===== config.mk =====
export PLATFORM = sky130hd
export DESIGN_NAME = dc_offset_rm
export DESIGN_NICKNAME = d
export VERILOG_FILES = /design/src/rtl/dc_offset_rm_pkg.sv /design/src/rtl/dc_offset_rm_chan.sv /design/src/rtl/dc_offset_rm.sv
export SDC_FILE = /design/constraint.sdc
export NUM_CORES = 1
export LEC_CHECK = 0
export ABC_CLOCK_PERIOD_IN_PS = 6100
export CORE_MARGIN = 2
export CORE_UTILIZATION = 30
export DETAILED_ROUTE_END_ITERATION = 8
export PLACE_DENSITY_LB_ADDON = 0.2
export SYNTH_ARGS = -nofsm -noshare
export SYNTH_HDL_FRONTEND = slang
export SYNTH_SLANG_ARGS = --single-unit

===== constraint.sdc =====
create_clock -name clk -period 6.1 [get_ports clk]
set_input_delay 1.525 -clock clk [delete_from_list [all_inputs] [get_ports clk]]
set_output_delay 1.525 -clock clk [all_outputs]
set_load 0.05 [all_outputs]

===== src/rtl/dc_offset_rm_pkg.sv =====
// Shared constants, FSM state encoding and acquisition-length decode for the DC offset canceller.
package dc_offset_rm_pkg;

    localparam int unsigned D_WID    = 10;
    localparam int unsigned ACC_FRAC = 8;
    localparam int unsigned ACC_WID  = D_WID + ACC_FRAC;
    localparam int unsigned CNT_WID  = 9;

    typedef enum logic [1:0] {
        StIdle  = 2'd0,
        StAcq   = 2'd1,
        StTrack = 2'd2,
        StHold  = 2'd3
    } dcr_state_e;

    // Index of the final acquisition sample (length minus one).
    function automatic logic [CNT_WID-1:0] acq_last(input logic [1:0] len);
        logic [CNT_WID-1:0] last;
        case (len)
            2'd0:    last = 9'd63;
            2'd1:    last = 9'd127;
            2'd2:    last = 9'd255;
            default: last = 9'd511;
        endcase
        return last;
    endfunction

endpackage


===== src/rtl/dc_offset_rm_chan.sv =====
// One channel of the canceller: subtract the DC estimate, clip, and update the leaky integrator.
module dc_offset_rm_chan
    import dc_offset_rm_pkg::*;
(
    input  logic                     clk,
    input  logic                     reset_n,
    input  logic signed [D_WID-1:0]  x_i,
    input  logic                     en_i,
    input  logic                     bypass_i,
    input  logic                     upd_i,
    input  logic                     clear_i,
    input  logic [2:0]               shift_i,
    output logic signed [D_WID-1:0]  y_o,
    output logic signed [D_WID-1:0]  est_o,
    output logic                     clip_o
);

    localparam logic signed [D_WID-1:0]   E_MAX = {1'b0, {(D_WID-1){1'b1}}};
    localparam logic signed [D_WID-1:0]   E_MIN = {1'b1, {(D_WID-1){1'b0}}};
    localparam logic signed [ACC_WID-1:0] A_MAX = {1'b0, {(ACC_WID-1){1'b1}}};
    localparam logic signed [ACC_WID-1:0] A_MIN = {1'b1, {(ACC_WID-1){1'b0}}};

    logic signed [ACC_WID-1:0] acc_q, acc_d, step, acc_sat;
    logic signed [ACC_WID:0]   sum;
    logic signed [D_WID:0]     diff;
    logic signed [D_WID-1:0]   err, y_q;

    assign est_o = acc_q[ACC_WID-1:ACC_FRAC];
    assign diff  = {x_i[D_WID-1], x_i} - {est_o[D_WID-1], est_o};

    always_comb begin
        clip_o = diff[D_WID] != diff[D_WID-1];
        if (!clip_o) begin
            err = diff[D_WID-1:0];
        end else if (diff[D_WID]) begin
            err = E_MIN;
        end else begin
            err = E_MAX;
        end
    end

    // Loop gain is 2^-k applied to the error scaled into accumulator units.
    assign step = $signed({err, {ACC_FRAC{1'b0}}}) >>> shift_i;
    assign sum  = {acc_q[ACC_WID-1], acc_q} + {step[ACC_WID-1], step};

    always_comb begin
        if (sum[ACC_WID] != sum[ACC_WID-1]) begin
            acc_sat = sum[ACC_WID] ? A_MIN : A_MAX;
        end else begin
            acc_sat = sum[ACC_WID-1:0];
        end
        acc_d = acc_q;
        if (clear_i) begin
            acc_d = '0;
        end else if (upd_i) begin
            acc_d = acc_sat;
        end
    end

    always_ff @(posedge clk or negedge reset_n) begin
        if (!reset_n) begin
            acc_q <= '0;
            y_q   <= '0;
        end else begin
            acc_q <= acc_d;
            if (en_i) begin
                y_q <= bypass_i ? x_i : err;
            end
        end
    end

    assign y_o = y_q;

endmodule


===== src/rtl/dc_offset_rm.sv =====
// I/Q DC offset canceller top: acquisition/tracking FSM, ACQ counter and the two channel loops.
module dc_offset_rm
    import dc_offset_rm_pkg::*;
(
    input  logic             clk,
    input  logic             reset_n,
    input  logic [D_WID-1:0] data_I_in,
    input  logic [D_WID-1:0] data_Q_in,
    input  logic             data_en,
    input  logic             dcr_en,
    input  logic             dc_restart,
    input  logic             dc_freeze,
    input  logic [1:0]       acq_len,
    input  logic [2:0]       acq_shift,
    input  logic [2:0]       trk_shift,
    output logic [D_WID-1:0] data_I_out,
    output logic [D_WID-1:0] data_Q_out,
    output logic             data_val_out,
    output logic [D_WID-1:0] dc_I_est,
    output logic [D_WID-1:0] dc_Q_est,
    output logic             dc_lock,
    output logic             sat_flag
);

    dcr_state_e         state_q, state_d;
    logic [CNT_WID-1:0] cnt_q, cnt_d;
    logic               val_q, sat_q;
    logic [2:0]         k_raw, k_eff;
    logic               bypass, upd, clip_i, clip_q;

    always_comb begin
        state_d = state_q;
        cnt_d   = cnt_q;
        if (!dcr_en) begin
            state_d = StIdle;
            cnt_d   = '0;
        end else begin
            unique case (state_q)
                StIdle: begin
                    state_d = StAcq;
                    cnt_d   = '0;
                end
                StAcq: begin
                    if (dc_restart) begin
                        cnt_d = '0;
                    end else if (data_en) begin
                        // >= keeps a shortened acq_len mid-acquisition from wrapping the counter.
                        if (cnt_q >= acq_last(acq_len)) begin
                            state_d = dc_freeze ? StHold : StTrack;
                            cnt_d   = '0;
                        end else begin
                            cnt_d = cnt_q + 1'b1;
                        end
                    end
                end
                StTrack: begin
                    if (dc_restart) begin
                        state_d = StAcq;
                        cnt_d   = '0;
                    end else if (dc_freeze) begin
                        state_d = StHold;
                    end
                end
                StHold: begin
                    if (dc_restart) begin
                        state_d = StAcq;
                        cnt_d   = '0;
                    end else if (!dc_freeze) begin
                        state_d = StTrack;
                    end
                end
                default: state_d = StIdle;
            endcase
        end
    end

    always_ff @(posedge clk or negedge reset_n) begin
        if (!reset_n) begin
            state_q <= StIdle;
            cnt_q   <= '0;
            val_q   <= 1'b0;
            sat_q   <= 1'b0;
        end else begin
            state_q <= state_d;
            cnt_q   <= cnt_d;
            val_q   <= data_en;
            sat_q   <= data_en && !bypass && (clip_i || clip_q);
        end
    end

    assign k_raw  = (state_q == StAcq) ? acq_shift : trk_shift;
    assign k_eff  = (k_raw == 3'd0) ? 3'd1 : k_raw;
    assign bypass = state_q == StIdle;
    assign upd    = data_en && ((state_q == StAcq) || (state_q == StTrack));

    dc_offset_rm_chan u_chan_i (
        .clk      (clk),
        .reset_n  (reset_n),
        .x_i      (data_I_in),
        .en_i     (data_en),
        .bypass_i (bypass),
        .upd_i    (upd),
        .clear_i  (!dcr_en),
        .shift_i  (k_eff),
        .y_o      (data_I_out),
        .est_o    (dc_I_est),
        .clip_o   (clip_i)
    );

    dc_offset_rm_chan u_chan_q (
        .clk      (clk),
        .reset_n  (reset_n),
        .x_i      (data_Q_in),
        .en_i     (data_en),
        .bypass_i (bypass),
        .upd_i    (upd),
        .clear_i  (!dcr_en),
        .shift_i  (k_eff),
        .y_o      (data_Q_out),
        .est_o    (dc_Q_est),
        .clip_o   (clip_q)
    );

    assign data_val_out = val_q;
    assign sat_flag     = sat_q;
    assign dc_lock      = (state_q == StTrack) || (state_q == StHold);

endmodule


==> results of run 1 <==
==> metal layers <==
metal | GRT usage [%] | vias up | routed length (um) | part of all wire (%)
met5 | 0 | - | 0 | 0
met4 | 6.23 | 0 | 558 | 2.3
met3 | 2.16 | 35 | 766 | 3.2
met2 | 30.7 | 155 | 11000 | 46
met1 | 26.6 | 3589 | 11800 | 49
li1 | - | 3836 | - | -
==> sequential cells by signal, indices dropped and copies added, names as in the netlist <==
signal,cells
data_val_out,1
sat_flag,1
u_chan_q.y_o,10
cnt_q,9
state_q,2
u_chan_i.acc_q,17
u_chan_q.acc_q,17
u_chan_i.y_o,10
==> synthesized netlist by cell type (5+ instances only) <==
library cell  number  area share, %
nor3_1            20            1.4
o21ai_1           12           0.85
o21ai_0           67            4.7
o21bai_1           5           0.53
and2_1             7           0.62
o22ai_1           10           0.88
nand4_1            5           0.44
a21oi_1           60            4.2
and3_1            11           0.97
a31oi_1            9           0.79
nand2_1           85            4.5
nor2b_1           10           0.88
a21o_1            24            2.5
o21a_1            14            1.5
ha_1              65             11
xor2_1            17            2.1
nor2_1            83            4.4
buf_2             10           0.70
a221oi_1           6           0.74
mux2i_1           14            2.0
or3_1              5           0.44
inv_1             44            2.3
clkbuf_1          24            1.3
a211oi_1          11            1.2
a221o_1           17            2.4
a22o_1             5           0.62
xnor2_1           23            2.8
nand3_1           12           0.85
a211o_1            7           0.86
dfrtp_1           67             24
o211ai_1          16            1.7
buf_4             22            2.3
o221ai_1           6           0.74
mux2_2             8            1.3
==> timing repair <==
item,4_1_cts,5_1_grt
resized for setup,30,76
setup endpoints to repair,33,33
setup buffers,12,16
pin swaps,24,48
endpoints found under the hold margin,0,0
cloned,1,2
==> worst register-to-register path, delay by kind of cell, from the launching register on <==
| family | cells | cell delay (ns) |
|---|---|---|
| AO/OA/AOI/OAI | 9 | 2.25 |
| adder cells (fa/ha/maj) | 2 | 0.60 |
| buffers and inverters | 4 | 0.58 |
| flip-flops | 1 | 0.48 |
| AND/OR/NAND/NOR | 5 | 1.31 |
==> per-stage QoR <==
stage	cells	total power [mW]	setup WS [ns]
global placement	1439	5.85	-0.712
finish	1485	6.89	0.0784
global route	1485	7.41	-0.133
floorplan	884	3.79	-0.187
CTS	1468	6.57	-0.115
detailed placement	1439	5.87	-0.783
==> path summary, 6_finish.rpt <==
check,from,to,slack (ns),depth (start not counted)
max,data_Q_in[1],u_chan_q.acc_q[8],0.08,21
min,u_chan_i.acc_q[6],u_chan_i.acc_q[6],0.48,2
max reg2reg,u_chan_q.acc_q[9],u_chan_q.acc_q[8],0.77,20
min reg2reg,u_chan_i.acc_q[6],u_chan_i.acc_q[6],0.48,2
max in group asynchronous,reset_n,u_chan_i.acc_q[10],4.11,2
min in group asynchronous,reset_n,cnt_q[0],1.39,2
==> cells by family after synthesis <==
group	count (synthesis)	share of synthesized area, %
AO/OA/AOI/OAI	327	32.3
XOR/XNOR	40	4.93
adder cells (fa/ha/maj)	69	12.6
buffers and inverters	103	6.99
flip-flops	67	23.6
multiplexers	22	3.24
AND/OR/NAND/NOR	256	16.3
==> report_power, final <==
group	internal, mW	total (mW)	switching (mW)	leakage [nW]
Combinational	2.66	5.59	2.93	3.92
Sequential	0.603	0.762	0.159	0.873
Clock	0.319	0.539	0.220	0.142
==> final cells by class <==
class,instances,area (um2)
clock buffers,9,225
fillers,2298,12700
multi-input cells,715,5340
inverters,44,178
well taps,319,399
clock inverters,7,76.3
flip-flops and latches,67,1680
repair buffers,324,2700
==> qor.yml, run 1 <==
hpwl_um: 18500
cp_max_fo: 5
root_buffer: "clkbuf_16"
cts_tree: "done"
dpl_cell_area_um2: 9640
slowest_delay_ns: 0.43
dieWidth_um: 158
worstPathArrival_ns: 6.25
syn_inst: 884
syn-mean-instance-area_um2: 8.04
timing.hold.ws_ns: 0.483
cp_cell_sequence: "clkbuf_2 > buf_4 > fa_2 > a211o_1 > a21o_1 > o211a_1 > o31ai_2 > buf_4 > a21o_4 > o211ai_1 > a221oi_2 > o21ai_1 > ha_1 > a21oi_2 > a21boi_2 > a311oi_2 > o211ai_2 > a2111o_1 > o211a_4 > buf_2 > a221o_1"
fin_area_um2: 10600
die_area_um2: 24900
finalHoldViolCount: 0
portBuffers: 76
final_core_utilization_pct: 45.4
worst_pin_slew_ns: 1.05
routed_via_density: 5.13
gp_congestion: 0.856
yosysSeqAreaShare_pct: 23.6
setup_viol: 0
hold_path_class: "register to register"
ys_types: 81
initial_core_util_pct: 30.4
clk_pin_slew_ns: 0.06
drc: 0
layout_commonest_cell: "buf_4"
crit_slowest_cell: "a2111o_1"
cts_buffer_depth: 2
max_freq_mhz: 166
critical_path.top_delay_family: "compound AO/OA/AOI/OAI gates"
leakagePower_nw: 4.94
cts_hold_buf: 0
grt_pass1_wl_um: 37700
drv_cap: 0
num_vias: 7615
critPathCaptureType: "register"
io_pins: 77
core_um2: 23300
crit_top_cell: "buf_4"
status: "finished clean"
insertion_delay_ns: 0.34
cp_num_buf_inv: 4
cp.required_ns: 6.32
ys.flop_type: "dfrtp_1"
drt-initial-drc-count: 589
grt_max_degree: 68
ys_warn_count: 0
htree_num_levels: 3
fin_crit_ns: 6.02
drive_above_1_share_pct: 31.0
power_density_nw_per_um2: 650
period_share_pct: 98.7
area_growth_syn_to_layout_pct: 49.2
max-slew-margin-rel_pct: 30.1
die_h_um: 158
antennaDiodeCount: 0
grt_pass1_vias: 7240
grtUsageTotal_pct: 19.1
crit_type: "input port to register"
num_rows: 56
slew_viol_final: 0
async_flop_share_pct: 100
ant_nets: 0
ir_drop_mv: 0.203
finalSetupTns_ns: 0
worstSetupStartpointType: "input port"
routedWlPerCell_um: 16.3
drt_wl_total_um: 24200
rsz0062_at_grt: "true"
cts_buffers: 9
skew_ns: 0.00897
ys_ff_latch: 67
synth-edff-count: 0
clkSinkCount: 67
syn_nets: 987
finalNetCount: 1264
final_cell_mix: "236 x buf_4, 84 x nand2_1, 81 x nor2_1"
antenna_found_initial: 0
drt-pass1-iter-count: 5
syn-cell-area_um2: 7100
overflow: 0
Power figures use the tool's default switching activity.
==> inputs of run 2 (changes only) <==
==> constraint.sdc (replaced) <==
create_clock -name clk -period 6.1 [get_ports clk]
set_input_delay 1.22 -clock clk [delete_from_list [all_inputs] [get_ports clk]]
set_output_delay 1.22 -clock clk [all_outputs]
set_load 0.05 [all_outputs]
==> run 2 against run 1 <==
- non-clock buffer count fell by 65
- clock skew barely moved
- routed wire length is 5.8% lower
- sequential power shrank 1%
- first-iteration DRC count down 3.4%
- maximum frequency grew 1.9%
- clock power grew 0.7%
- global-route usage down 0.76 points
- die area is the same
- critical endpoint is now u_chan_q.acc_q[3]
- largest cell class unchanged
- highest routed layer unchanged
==> qor.yml, run 2 (synthesis results as in run 1) <==
dieWidth_um: 158  # unchanged
initial_core_util_pct: 30.4  # unchanged
holdCritStartpoint: "u_chan_i.acc_q[1]"
worst_pin_slew_ns: 1.24  # +0.198 ns
seqPwrFrac_pct: 11.7  # +0.6 points
slew_viol_final: 0  # unchanged
max_freq_mhz: 169  # +1.9%
layout_commonest_cell: "buf_4"
hpwl_um: 17700  # -4.1%
overflow: 0  # unchanged
hold_path_class: "register to register"
final_core_utilization_pct: 42.1  # -3.3 points
antenna_found_initial: 0  # unchanged
leakagePower_nw: 4.52  # -8.5%
cp_max_fo: 11  # +6
worstPathArrival_ns: 6.13  # -0.12 ns
die_h_um: 158  # unchanged
clockPowerShare_pct: 8.5  # +0.7 points
final_cell_mix: "182 x buf_4, 85 x nand2_1, 82 x nor2_1"
critPathCaptureType: "register"
area_growth_syn_to_layout_pct: 38.3
drt-initial-drc-count: 569  # -3.4%
max-slew-margin-rel_pct: 16.6  # -14 points
core_um2: 23300  # unchanged
rsz0062_at_grt: "false"
grtUsageTotal_pct: 18.3  # -0.76 points
crit_type: "input port to register"
drv_cap: 0  # unchanged
clkSinkCount: 67  # unchanged
setup_ws_ns: 0.191  # +0.113 ns
skew_ns: 0.00880  # -0.000169 ns
root_buffer: "clkbuf_16"
top_regs: "u_chan_i.acc_q (17), u_chan_q.acc_q (17)"
finalNetCount: 1199  # -5.1%
status: "finished clean"
io_pins: 77  # unchanged
routed_via_density: 5.15  # +0.49%
grt_max_degree: 68  # unchanged
num_rows: 56  # unchanged
drc: 0  # unchanged
cts_buffer_depth: 2  # unchanged
worstSetupStartpointType: "input port"
insertion_delay_ns: 0.35  # about the same
slowest_delay_ns: 0.53  # +0.10 ns
rr_startpoint: "u_chan_q.acc_q[8]"
num_vias: 7317  # -3.9%
swShare_pct: 48.9  # +0.87 points
antennaDiodeCount: 0  # unchanged
finalSetupTns_ns: 0  # unchanged
drt-pass1-iter-count: 5  # unchanged
ant_nets: 0  # unchanged
ir_drop_mv: 0.173  # -14%
drive_above_1_share_pct: 23.6  # -7.4 points
pre_cts_slack_ns: -0.508  # +0.275 ns
clk_pin_slew_ns: 0.06  # about the same
p_comb_share_pct: 79.8  # -1.3 points
crit_top_cell: "buf_4"
grt_pass1_vias: 6923  # -4.4%
cp.required_ns: 6.32  # about the same
grt_pass1_wl_um: 36000  # -4.4%
power_density_nw_per_um2: 652  # +0.26%
fin_crit_ns: 5.91  # -0.113 ns
routedWlPerCell_um: 16.0  # -1.5%
cp_cell_sequence: "clkdlybuf4s50_1 > ha_1 > nor2b_1 > buf_4 > or4_1 > nand3b_1 > buf_4 > nand3_4 > a21oi_1 > o221a_2 > nor2_1 > ha_1 > buf_4 > a21o_1 > nand4_1 > and3_1 > o31ai_2 > nand2_1 > o211a_4 > o31a_4 > a221o_1"
crit_slowest_cell: "or4_1"
portBuffers: 76  # unchanged
period_share_pct: 96.9  # -1.8 points
die_area_um2: 24900  # unchanged
cts_tree: "done"
crit_start: "data_Q_in[4]"
finalHoldViolCount: 0  # unchanged
fillers: 2347  # +2.1%
cts_buffers: 9  # unchanged
setup_viol: 0  # unchanged
drt_wl_total_um: 22700  # -5.8%
htree_num_levels: 3  # unchanged
finalPower_mw: 6.40  # -7.1%
gp_congestion: 0.865  # +1.1%
switchingPower_mw: 3.13  # -5.4%
intPower_mw: 3.27  # -8.6%
==> run 2: worst max-delay path, delay by kind of cell <==
kind                       cells  cell delay (ns)
buffers and inverters          4             0.87
and+or+nand+nor                8             1.62
AOI/OAI and AO/OA              7             1.72
adders and majority gates      2             0.67
==> run 2: stage by stage <==
step	instance area, um2	cells	hold WS [ns]
2_1_floorplan	7110	884	0.445
5_1_grt	9820	1420	0.524
3_3_place_gp	9240	1392	0.470
4_1_cts	9630	1415	0.495
6_report	9820	1420	0.491
3_5_place_dp	9240	1392	0.482
==> run 2: area by class of cell <==
type / count / area, um2 / share of cell area (%)
Multi-Input combinational cell: 715 / 5120 / 52.1
Timing Repair Buffer: 259 / 2160 / 22.0
Sequential cell: 67 / 1680 / 17.1
Tap cell: 319 / 399 / 4.06
Clock buffer: 9 / 225 / 2.29
Inverter: 44 / 168 / 1.71
Clock inverter: 7 / 76.3 / 0.777
==> run 2: path summary, 6_finish.rpt <==
path	endpoint	slack, ns	depth (start not counted)
max	u_chan_q.acc_q[3]	0.19	21
min	u_chan_i.acc_q[1]	0.49	2
max reg2reg	u_chan_q.acc_q[3]	0.72	24
min reg2reg	u_chan_i.acc_q[1]	0.49	2
max in group asynchronous	u_chan_i.acc_q[8]	4.51	1
min in group asynchronous	cnt_q[4]	1.00	1
==> run 2: what timing repair did <==
item | CTS | global route
gates cloned | 1 | 0
buffers inserted | 6 | 5
endpoints found under the setup margin | 16 | 33
pin swaps | 10 | 21
gates resized for setup | 8 | 37
hold buffers | 0 | 0
==> run 2: power by group through the flow <==
stage               clock network (mW)  registers (mW)  logic, mW
CTS                              0.555           0.753       4.99
global route                     0.578           0.775       5.58
floorplan                            0           0.952       2.83
global placement                     0           0.760       4.90
detailed placement                   0           0.760       4.91
finish                           0.543           0.752       5.11
==> run 2: routing by layer <==
layer | up-vias | GRT usage, % | wire length (um)
met2 | 138 | 29.8 | 10500
li1 | 3688 | - | -
met3 | 17 | 2.30 | 851
met4 | 0 | 5.50 | 315
met1 | 3474 | 25.4 | 11100
met5 | - | 0 | 0
==> inputs of run 3 (changes only) <==
SLEW_MARGIN = 40   (was not set)
==> run 3 against run 2 <==
- global-route usage rose by 0.095 points
- critical path depth is 1 lower
- clock power about the same
==> qor.yml, run 3 (synthesis results as in run 1) <==
status: "finished clean"
cp_cell_sequence: "clkdlybuf4s50_1 > ha_4 > buf_4 > o2111a_1 > buf_4 > or4_1 > nand3b_1 > a21o_1 > o211ai_1 > a221oi_2 > o21ai_1 > ha_1 > a21oi_2 > a21boi_2 > a311oi_2 > o211ai_2 > a2111o_1 > o211a_4 > o31a_4 > a221o_1"
ant_nets: 0  # unchanged
finalHoldViolCount: 0  # unchanged
drive_above_1_share_pct: 24.2  # +0.59 points
worstSetupStartpointType: "input port"
die_h_um: 158  # unchanged
multi_input_area_um2: 5160  # +0.73%
hold_path_class: "register to register"
dieWidth_um: 158  # unchanged
root_buffer: "clkbuf_16"
crit_top_cell: "buf_4"
clk_pin_slew_ns: 0.06  # about the same
initial_core_util_pct: 30.4  # unchanged
grt_pass1_vias: 6903  # -0.29%
top_regs: "u_chan_i.acc_q (17), u_chan_q.acc_q (17)"
rrSetupSlack_ns: 0.74  # +0.02 ns
die_area_um2: 24900  # unchanged
skew_ns: 0.00754  # -0.00126 ns
final_cell_count_no_fill: 1426  # +0.42%
layout_commonest_cell: "buf_4"
critical_path.top_delay_family: "compound AO/OA/AOI/OAI gates"
placed_cells: 1392  # unchanged
leakagePower_nw: 4.54  # +0.33%
max_freq_mhz: 171  # +0.82%
hold_end: "u_chan_i.acc_q[6]"
timing.rr.end: "u_chan_q.acc_q[3]"
area_growth_syn_to_layout_pct: 39.4
cts_buffer_depth: 2  # unchanged
finalSetupTns_ns: 0  # unchanged
routed_via_density: 5.13  # -0.45%
cp_num_buf_inv: 3  # -1
period_share_pct: 96.1  # -0.78 points
drc: 0  # unchanged
hpwl_um: 17800  # +0.52%
grt_max_degree: 68  # unchanged
fin_crit_ns: 5.86  # -0.0479 ns
final_cell_mix: "186 x buf_4, 85 x nand2_1, 83 x nor2_1"
cp.required_ns: 6.33  # about the same
critPathCaptureType: "register"
final_core_utilization_pct: 42.4  # +0.33 points
drt_wl_total_um: 23100  # +1.4%
worstPathArrival_ns: 6.09  # -0.04 ns
clkSinkCount: 67  # unchanged
overflow: 0  # unchanged
gp_congestion: 0.865  # unchanged
core_um2: 23300  # unchanged
ir_drop_mv: 0.187  # +8.1%
cp_max_fo: 8  # -3
holdPathStages: 2  # unchanged
cts_hold_buf: 0  # unchanged
regArea_um2: 1680  # unchanged
power_density_nw_per_um2: 655  # +0.58%
portBuffers: 76  # unchanged
cts_buffers: 9  # unchanged
max-slew-margin-rel_pct: 48.4  # +32 points
slew_viol_final: 0  # unchanged
drt-initial-drc-count: 451  # -21%
insertion_delay_ns: 0.35  # about the same
path_depth: 20  # -4.8%
grt_pass1_wl_um: 36100  # +0.27%
setup_viol: 0  # unchanged
htree_num_levels: 3  # unchanged
cts_tree: "done"
fillers: 2349  # +0.085%
antennaDiodeCount: 0  # unchanged
timing.hold.ws_ns: 0.492  # +0.00162 ns
io_pins: 77  # unchanged
finalNetCount: 1205  # +0.50%
routedWlPerCell_um: 16.2  # +0.97%
crit_slowest_cell: "clkdlybuf4s50_1"
crit_type: "input port to register"
rr_startpoint: "state_q[1]"
holdCritStartpoint: "u_chan_i.acc_q[6]"
num_vias: 7315  # -0.027%
grtUsageTotal_pct: 18.4  # +0.095 points
antenna_found_initial: 0  # unchanged
reg2regPathDepth: 18  # -25%
drv_cap: 0  # unchanged
slowest_delay_ns: 0.52  # about the same
num_rows: 56  # unchanged
drt-pass1-iter-count: 5  # unchanged
worst_pin_slew_ns: 0.773  # -0.471 ns
run 3: changes by cell type in the layout (fill, tap and decap cells not counted), moves of 2 or more:
cell	delta
buf_4	+4
clkdlybuf4s50_1	+2
dlymetal6s2s_1	-2
o21ai_0	-4
o21ai_1	+4
run 3: worst max path at each step:
stage / startpoint / end / slack [ns]
2_1_floorplan: data_Q_in[0] / u_chan_q.acc_q[9] / 0.02
3_3_place_gp: data_Q_in[0] / u_chan_q.acc_q[1] / -0.44
3_5_place_dp: data_Q_in[0] / u_chan_q.acc_q[1] / -0.50
4_1_cts: data_Q_in[1] / u_chan_q.acc_q[11] / 0.04
5_1_grt: data_Q_in[7] / u_chan_q.acc_q[4] / -0.02
6_report: data_Q_in[3] / u_chan_q.acc_q[3] / 0.24
run 3: worst register-to-register path, delay by kind of cell (launching register included):
kind / cells / cell delay (ns)
flip-flops: 1 / 0.46
AO/OA/AOI/OAI: 10 / 2.22
multiplexers: 2 / 0.70
AND/OR/NAND/NOR: 2 / 0.67
buffers and inverters: 2 / 0.37
adder cells (fa/ha/maj): 2 / 0.82
run 3: final cells by class:
class | instances | share of cell area (%)
tap | 319 | 4.03
timing repair buffer | 265 | 22.2
inverter | 44 | 1.67
sequential | 67 | 16.9
clock buffer | 9 | 2.27
multi-input combinational | 715 | 52.1
clock inverter | 7 | 0.771
run 3: timing repair:
action,4_1_cts,5_1_grt
setup endpoints to repair,16,33
setup buffers,5,12
gates cloned,1,0
gates resized for setup,10,37
pin swaps,11,27
hold endpoints to repair,0,0
run 3: metal layers:
| layer | GRT usage, % | share of wire (%) | vias to the layer above |
|---|---|---|---|
| met5 | 0 | 0 | - |
| met4 | 5.32 | 1.7 | 0 |
| met3 | 2.41 | 3.0 | 24 |
| met2 | 30.0 | 46 | 134 |
| met1 | 25.5 | 50 | 3445 |
| li1 | - | - | 3712 |
run 3: stage by stage:
step / instance area [um2] / power, mW / setup slack (ns)
finish: 9900 / 6.49 / 0.239
global route: 9900 / 7.00 / -0.0187
CTS: 9650 / 6.31 / 0.0373
detailed placement: 9260 / 5.67 / -0.500
global placement: 9240 / 5.66 / -0.442
floorplan: 7110 / 3.78 / 0.0199
run 3: where the power goes:
part	internal, mW	total (mW)	switching, mW
clock network	0.319	0.546	0.227
registers	0.603	0.753	0.150
logic	2.39	5.19	2.80
total	3.31	6.49	3.18
